$ cat config.mk
export PLATFORM = sky130hd
export DESIGN_NAME = sap_ram_16x8
export DESIGN_NICKNAME = d
export VERILOG_FILES = /design/src/rtl/sap_ram_16x8.sv
export SDC_FILE = /design/constraint.sdc
export NUM_CORES = 1
export LEC_CHECK = 0
export BUFFER_PORTS_ARGS = -buffer_cell sky130_fd_sc_hd__clkbuf_2
export CORE_MARGIN = 10
export CORE_UTILIZATION = 55
export DETAILED_ROUTE_END_ITERATION = 6
export MAX_ROUTING_LAYER = met4
export PLACE_DENSITY = 0.86
export SYNTH_ARGS = -nofsm -noshare
export SYNTH_HDL_FRONTEND = slang
export SYNTH_SLANG_ARGS = --single-unit
$ cat constraint.sdc
create_clock -name clk -period 1.95 [get_ports clk]
set_clock_uncertainty 0.15 [all_clocks]
set_input_delay 0.0975 -clock clk [delete_from_list [all_inputs] [get_ports clk]]
set_output_delay 0.0975 -clock clk [all_outputs]
set_load 0.1 [all_outputs]
$ cat src/rtl/sap_ram_16x8.sv
// 16x8 program/data RAM for the SAP bus computer: registered bus reads, run-mode bus writes,
// and a synchronised, debounced manual-write button for loading programs by hand.
module sap_ram_16x8 #(
    parameter int unsigned DATA_W          = 8,
    parameter int unsigned ADDR_W          = 4,
    parameter int unsigned DEBOUNCE_CYCLES = 4
) (
    input  logic              clk,
    input  logic              rst,
    input  logic              prog_mode,
    input  logic [ADDR_W-1:0] addr,
    input  logic [DATA_W-1:0] data_in,
    input  logic              n_prog_write,
    input  logic [DATA_W-1:0] bus_in,
    input  logic              n_ram_in,
    input  logic              n_ram_out,
    output logic [DATA_W-1:0] bus_out,
    output logic              bus_oe,
    output logic              prog_ack
);

    localparam int unsigned DEPTH = 2 ** ADDR_W;
    localparam int unsigned CNT_W = (DEBOUNCE_CYCLES > 1) ? $clog2(DEBOUNCE_CYCLES) : 1;
    localparam logic [CNT_W-1:0] CNT_LAST = CNT_W'(DEBOUNCE_CYCLES - 1);

    localparam logic [1:0] ST_IDLE         = 2'd0;
    localparam logic [1:0] ST_DEBOUNCE     = 2'd1;
    localparam logic [1:0] ST_WRITE        = 2'd2;
    localparam logic [1:0] ST_WAIT_RELEASE = 2'd3;

    logic [DATA_W-1:0] r_mem [DEPTH];
    logic [DATA_W-1:0] r_bus_out;
    logic              r_bus_oe;
    logic              r_sync1;
    logic              r_sync_n;
    logic [1:0]        r_state;
    logic [CNT_W-1:0]  r_cnt;

    logic [1:0]        w_state_d;
    logic [CNT_W-1:0]  w_cnt_d;
    logic              w_prog_we;
    logic              w_run_we;

    assign w_prog_we = (r_state == ST_WRITE);
    assign w_run_we  = ~prog_mode & ~n_ram_in;

    always_comb begin
        w_state_d = r_state;
        w_cnt_d   = r_cnt;
        if (!prog_mode) begin
            // Leaving program mode abandons any press in progress.
            w_state_d = ST_IDLE;
        end else begin
            case (r_state)
                ST_IDLE: begin
                    if (!r_sync_n) begin
                        w_state_d = ST_DEBOUNCE;
                        w_cnt_d   = '0;
                    end
                end
                ST_DEBOUNCE: begin
                    if (r_sync_n) begin
                        w_state_d = ST_IDLE;
                    end else if (r_cnt == CNT_LAST) begin
                        w_state_d = ST_WRITE;
                    end else begin
                        w_cnt_d = r_cnt + 1'b1;
                    end
                end
                ST_WRITE:        w_state_d = ST_WAIT_RELEASE;
                ST_WAIT_RELEASE: if (r_sync_n) w_state_d = ST_IDLE;
                default:         w_state_d = ST_IDLE;
            endcase
        end
    end

    always_ff @(posedge clk) begin
        if (rst) begin
            for (int unsigned i = 0; i < DEPTH; i++) begin
                r_mem[i] <= '0;
            end
            r_bus_out <= '0;
            r_bus_oe  <= 1'b0;
            r_sync1   <= 1'b1;
            r_sync_n  <= 1'b1;
            r_state   <= ST_IDLE;
            r_cnt     <= '0;
        end else begin
            r_sync1   <= n_prog_write;
            r_sync_n  <= r_sync1;
            r_state   <= w_state_d;
            r_cnt     <= w_cnt_d;
            // Read uses the pre-write contents, so a same-edge write is seen one edge later.
            r_bus_out <= r_mem[addr];
            r_bus_oe  <= ~n_ram_out & ~prog_mode;
            if (w_prog_we) begin
                r_mem[addr] <= data_in;
            end else if (w_run_we) begin
                r_mem[addr] <= bus_in;
            end
        end
    end

    assign bus_out  = r_bus_out;
    assign bus_oe   = r_bus_oe;
    assign prog_ack = (r_state == ST_WRITE);

endmodule

==> qor.txt <==
pre-CTS setup slack = -0.0877 ns
Setup TNS = -20.92 ns
Cell Area, Synth = 6330 um^2
CP max FO = 16
peak supply drop = 0.813 mV
Leak Pwr = 3.07 nW
initial antenna violation count = 1
synthesis-stage register bit count = 143
Worst setup SP type = flip-flop
Max Fclk = 471 MHz
gpl congestion = 0.839
Rel. slew slack = 61.3%
Arr. time, crit path = 2.15 ns
Die Y-Extent = 127 um
post-synth top area cell = edfxtp_1
WHS Path Cells = 4
cell count of the worst reg-to-reg path = 7
die area = 16200 um^2
Slew Limit Fails = 0
vias in the first global route = 4502
CTS clk-pin slew, worst paths = 0.06 ns
multiplexer share of the synthesized area = 14.0%
Synth Area in XOR/XNOR = 0%
largest net degree at the start of global routing = 27
Synth async-reset ratio = 0%
placement row count = 39
YS warnings = 0
initial detailed-routing violation count = 640
drt drc = 0
Cells after DPL = 658
clock root buffer = clkbuf_16
number of buffers created by CTS = 17
DR WL/cell = 24.8 um
first-pass GRT wire length = 25800 um
post-synthesis adder-cell area fraction = 0.198%
DP HPWL = 10600 um
Power Density = 922 nW/um^2
top cells by area, synth = edfxtp_1, mux4_2, nor2_1
clock latency on the worst-skew pair = 0.43 ns
Worst Tran Pin Value = 0.580 ns
Final Hold Vio Count = 0
Synth Area in Compound Gates = 3.50%
Synth Area in Simple Gates = 14.3%
Total Routing Usage GR = 21.7%
nets = 576
count of cell types in the netlist = 34
Detail Route Antenna Nets = 0
Hold Path Class = in2reg
Post-Syn Area per Cell = 13.7 um^2
Port Buffers = 35
fin cells = 706
worst path required time = 1.98 ns
Crit Path Category = reg2reg
HP Start = bus_in[2]
Min Hold Slack = 0.0322 ns
syn_nets = 488
reg-to-reg endpoint = r_mem[12][5]$_SDFFCE_PN0P_
Final Cycle Share = 109%
Top FF cell, synth = edfxtp_1
R2R setup slack = -0.17 ns
hold worst-path end = r_mem[7][2]$_SDFFCE_PN0P_
core area = 11400 um^2
DRT Wirelength = 17500 um
via count = 4471
top-count cell post-synth = nor2_1
worst setup margin = -0.172 ns
die width = 127 um
violated checks = setup timing
H-tree depth = 4
CTS tree = yes
Final Setup Violations = 241
register area share after synthesis = 65.4%
routed vias/inst = 6.33
Yosys top cell area share = 60.7%
# IOs = 36
Tot Pwr = 7.43 mW
TritonRoute pass-1 iters = 5
Area Overhead vs Synth = 27.1%
Worst setup EP type = flip-flop
largest family of logic cells by synthesized area = simple AND/OR/NAND/NOR gates
effective utilization at floorplan = 55.7%
EDFF count, synth = 128
maxcap violations = 0
Post-Syn Instances = 461
status = finished with violations
RSZ-0062 raised after global routing = true
Synth top cells by count = nor2_1, edfxtp_1, nand2_1, mux4_2, mux2i_1
# fillers = 684
Clock Tree Buf Depth = 2
clk sink count = 143
GR Overflow Total = 0
share of cells above drive strength 1 = 35.2%
final worst path period need = 2.12 ns
[logic make-up (layout without fill, tap and decap cells)]
kind of cell / after synthesis / in the layout
muxes: 50 / 50
adders and majority gates: 1 / 1
and+or+nand+nor: 211 / 211
buffers and inverters: 31 / 132
other: 0 / 1
DFF: 143 / 143
AOI/OAI and AO/OA: 25 / 25
[area by class of cell]
type / count / area [um^2] / area share (%)
clock inverter: 14 / 143 / 1.77
sequential: 143 / 4150 / 51.5
tap: 143 / 179 / 2.22
multi-input combinational: 287 / 2310 / 28.6
antenna: 1 / 2.50 / 0.0311
timing repair buffer: 96 / 820 / 10.2
clock buffer: 18 / 429 / 5.33
inverter: 4 / 27.5 / 0.342
[worst max-delay path by stage]
stage	start	endpoint	slack, ns	cells past startpoint
after floorplan	flip-flop	r_mem[11][7]$_SDFFCE_PN0P_	-0.12	7
after global placement	flip-flop	r_mem[12][7]$_SDFFCE_PN0P_	-0.02	6
after detailed placement	flip-flop	r_mem[13][4]$_SDFFCE_PN0P_	-0.09	6
after CTS	flip-flop	r_mem[12][5]$_SDFFCE_PN0P_	-0.12	7
after global routing	flip-flop	r_mem[12][5]$_SDFFCE_PN0P_	-0.20	7
final	flip-flop	r_mem[12][5]$_SDFFCE_PN0P_	-0.17	7
[critical path, cell delays in order, from the launching register on]
cell,delay (ns)
dfxtp_2,0.33
or2b_4,0.30
inv_12,0.03
or3_4,0.42
buf_4,0.20
mux2i_4,0.19
buf_12,0.17
nor2_1,0.07
[power breakdown]
group / internal [mW] / switching [mW] / total [mW]
registers: 3.45 / 0.0391 / 3.49
logic: 0.291 / 0.506 / 0.797
clock network: 1.88 / 1.27 / 3.14
total: 5.61 / 1.81 / 7.43
[metrics by stage]
step / util (%) / instance area [um^2]
floorplan: - / 6440
global placement: 62.2 / 7080
detailed placement: 62.2 / 7080
CTS: 69.5 / 7900
global route: 70.8 / 8050
finish: 70.8 / 8050
[placed cells by master (no fill, tap or decap), types with 6 or more instances in the layout]
master and instances:
mux2i_1 19, nor2_4 12, buf_4 41, o211ai_1 7, clkbuf_16 17, dlygate4sd3_1 6
nand2_1 31, mux4_2 23, nor2_1 119, nand4_1 7, nand2b_4 16, a32oi_1 7
dfxtp_1 13, buf_12 11, edfxtp_1 128, clkbuf_2 34, mux2i_4 8
[layer usage]
| layer | GRT usage (%) | share of wire [%] |
|---|---|---|
| met5 | - | 0 |
| met4 | 9.04 | 3.7 |
| met3 | 4.84 | 10 |
| met1 | 25.4 | 35 |
| met2 | 35.8 | 51 |
[what timing repair did]
item,4_1_cts,5_1_grt
pin swaps,0,1
hold buffers,6,0
gates resized for setup,22,35
hold endpoints to repair,7,0
endpoints found under the setup margin,248,256
cloned,1,0
buffers inserted,7,1
[registers in the layout, indices dropped and copies added (netlist names), named ones only]
| signal | cells |
|---|---|
| r_sync1 | 1 |
| bus_out | 8 |
| r_cnt | 2 |
| r_mem | 128 |
| bus_oe | 1 |
| r_state | 1 |
| r_sync_n | 1 |
Power figures use the tool's default switching activity.
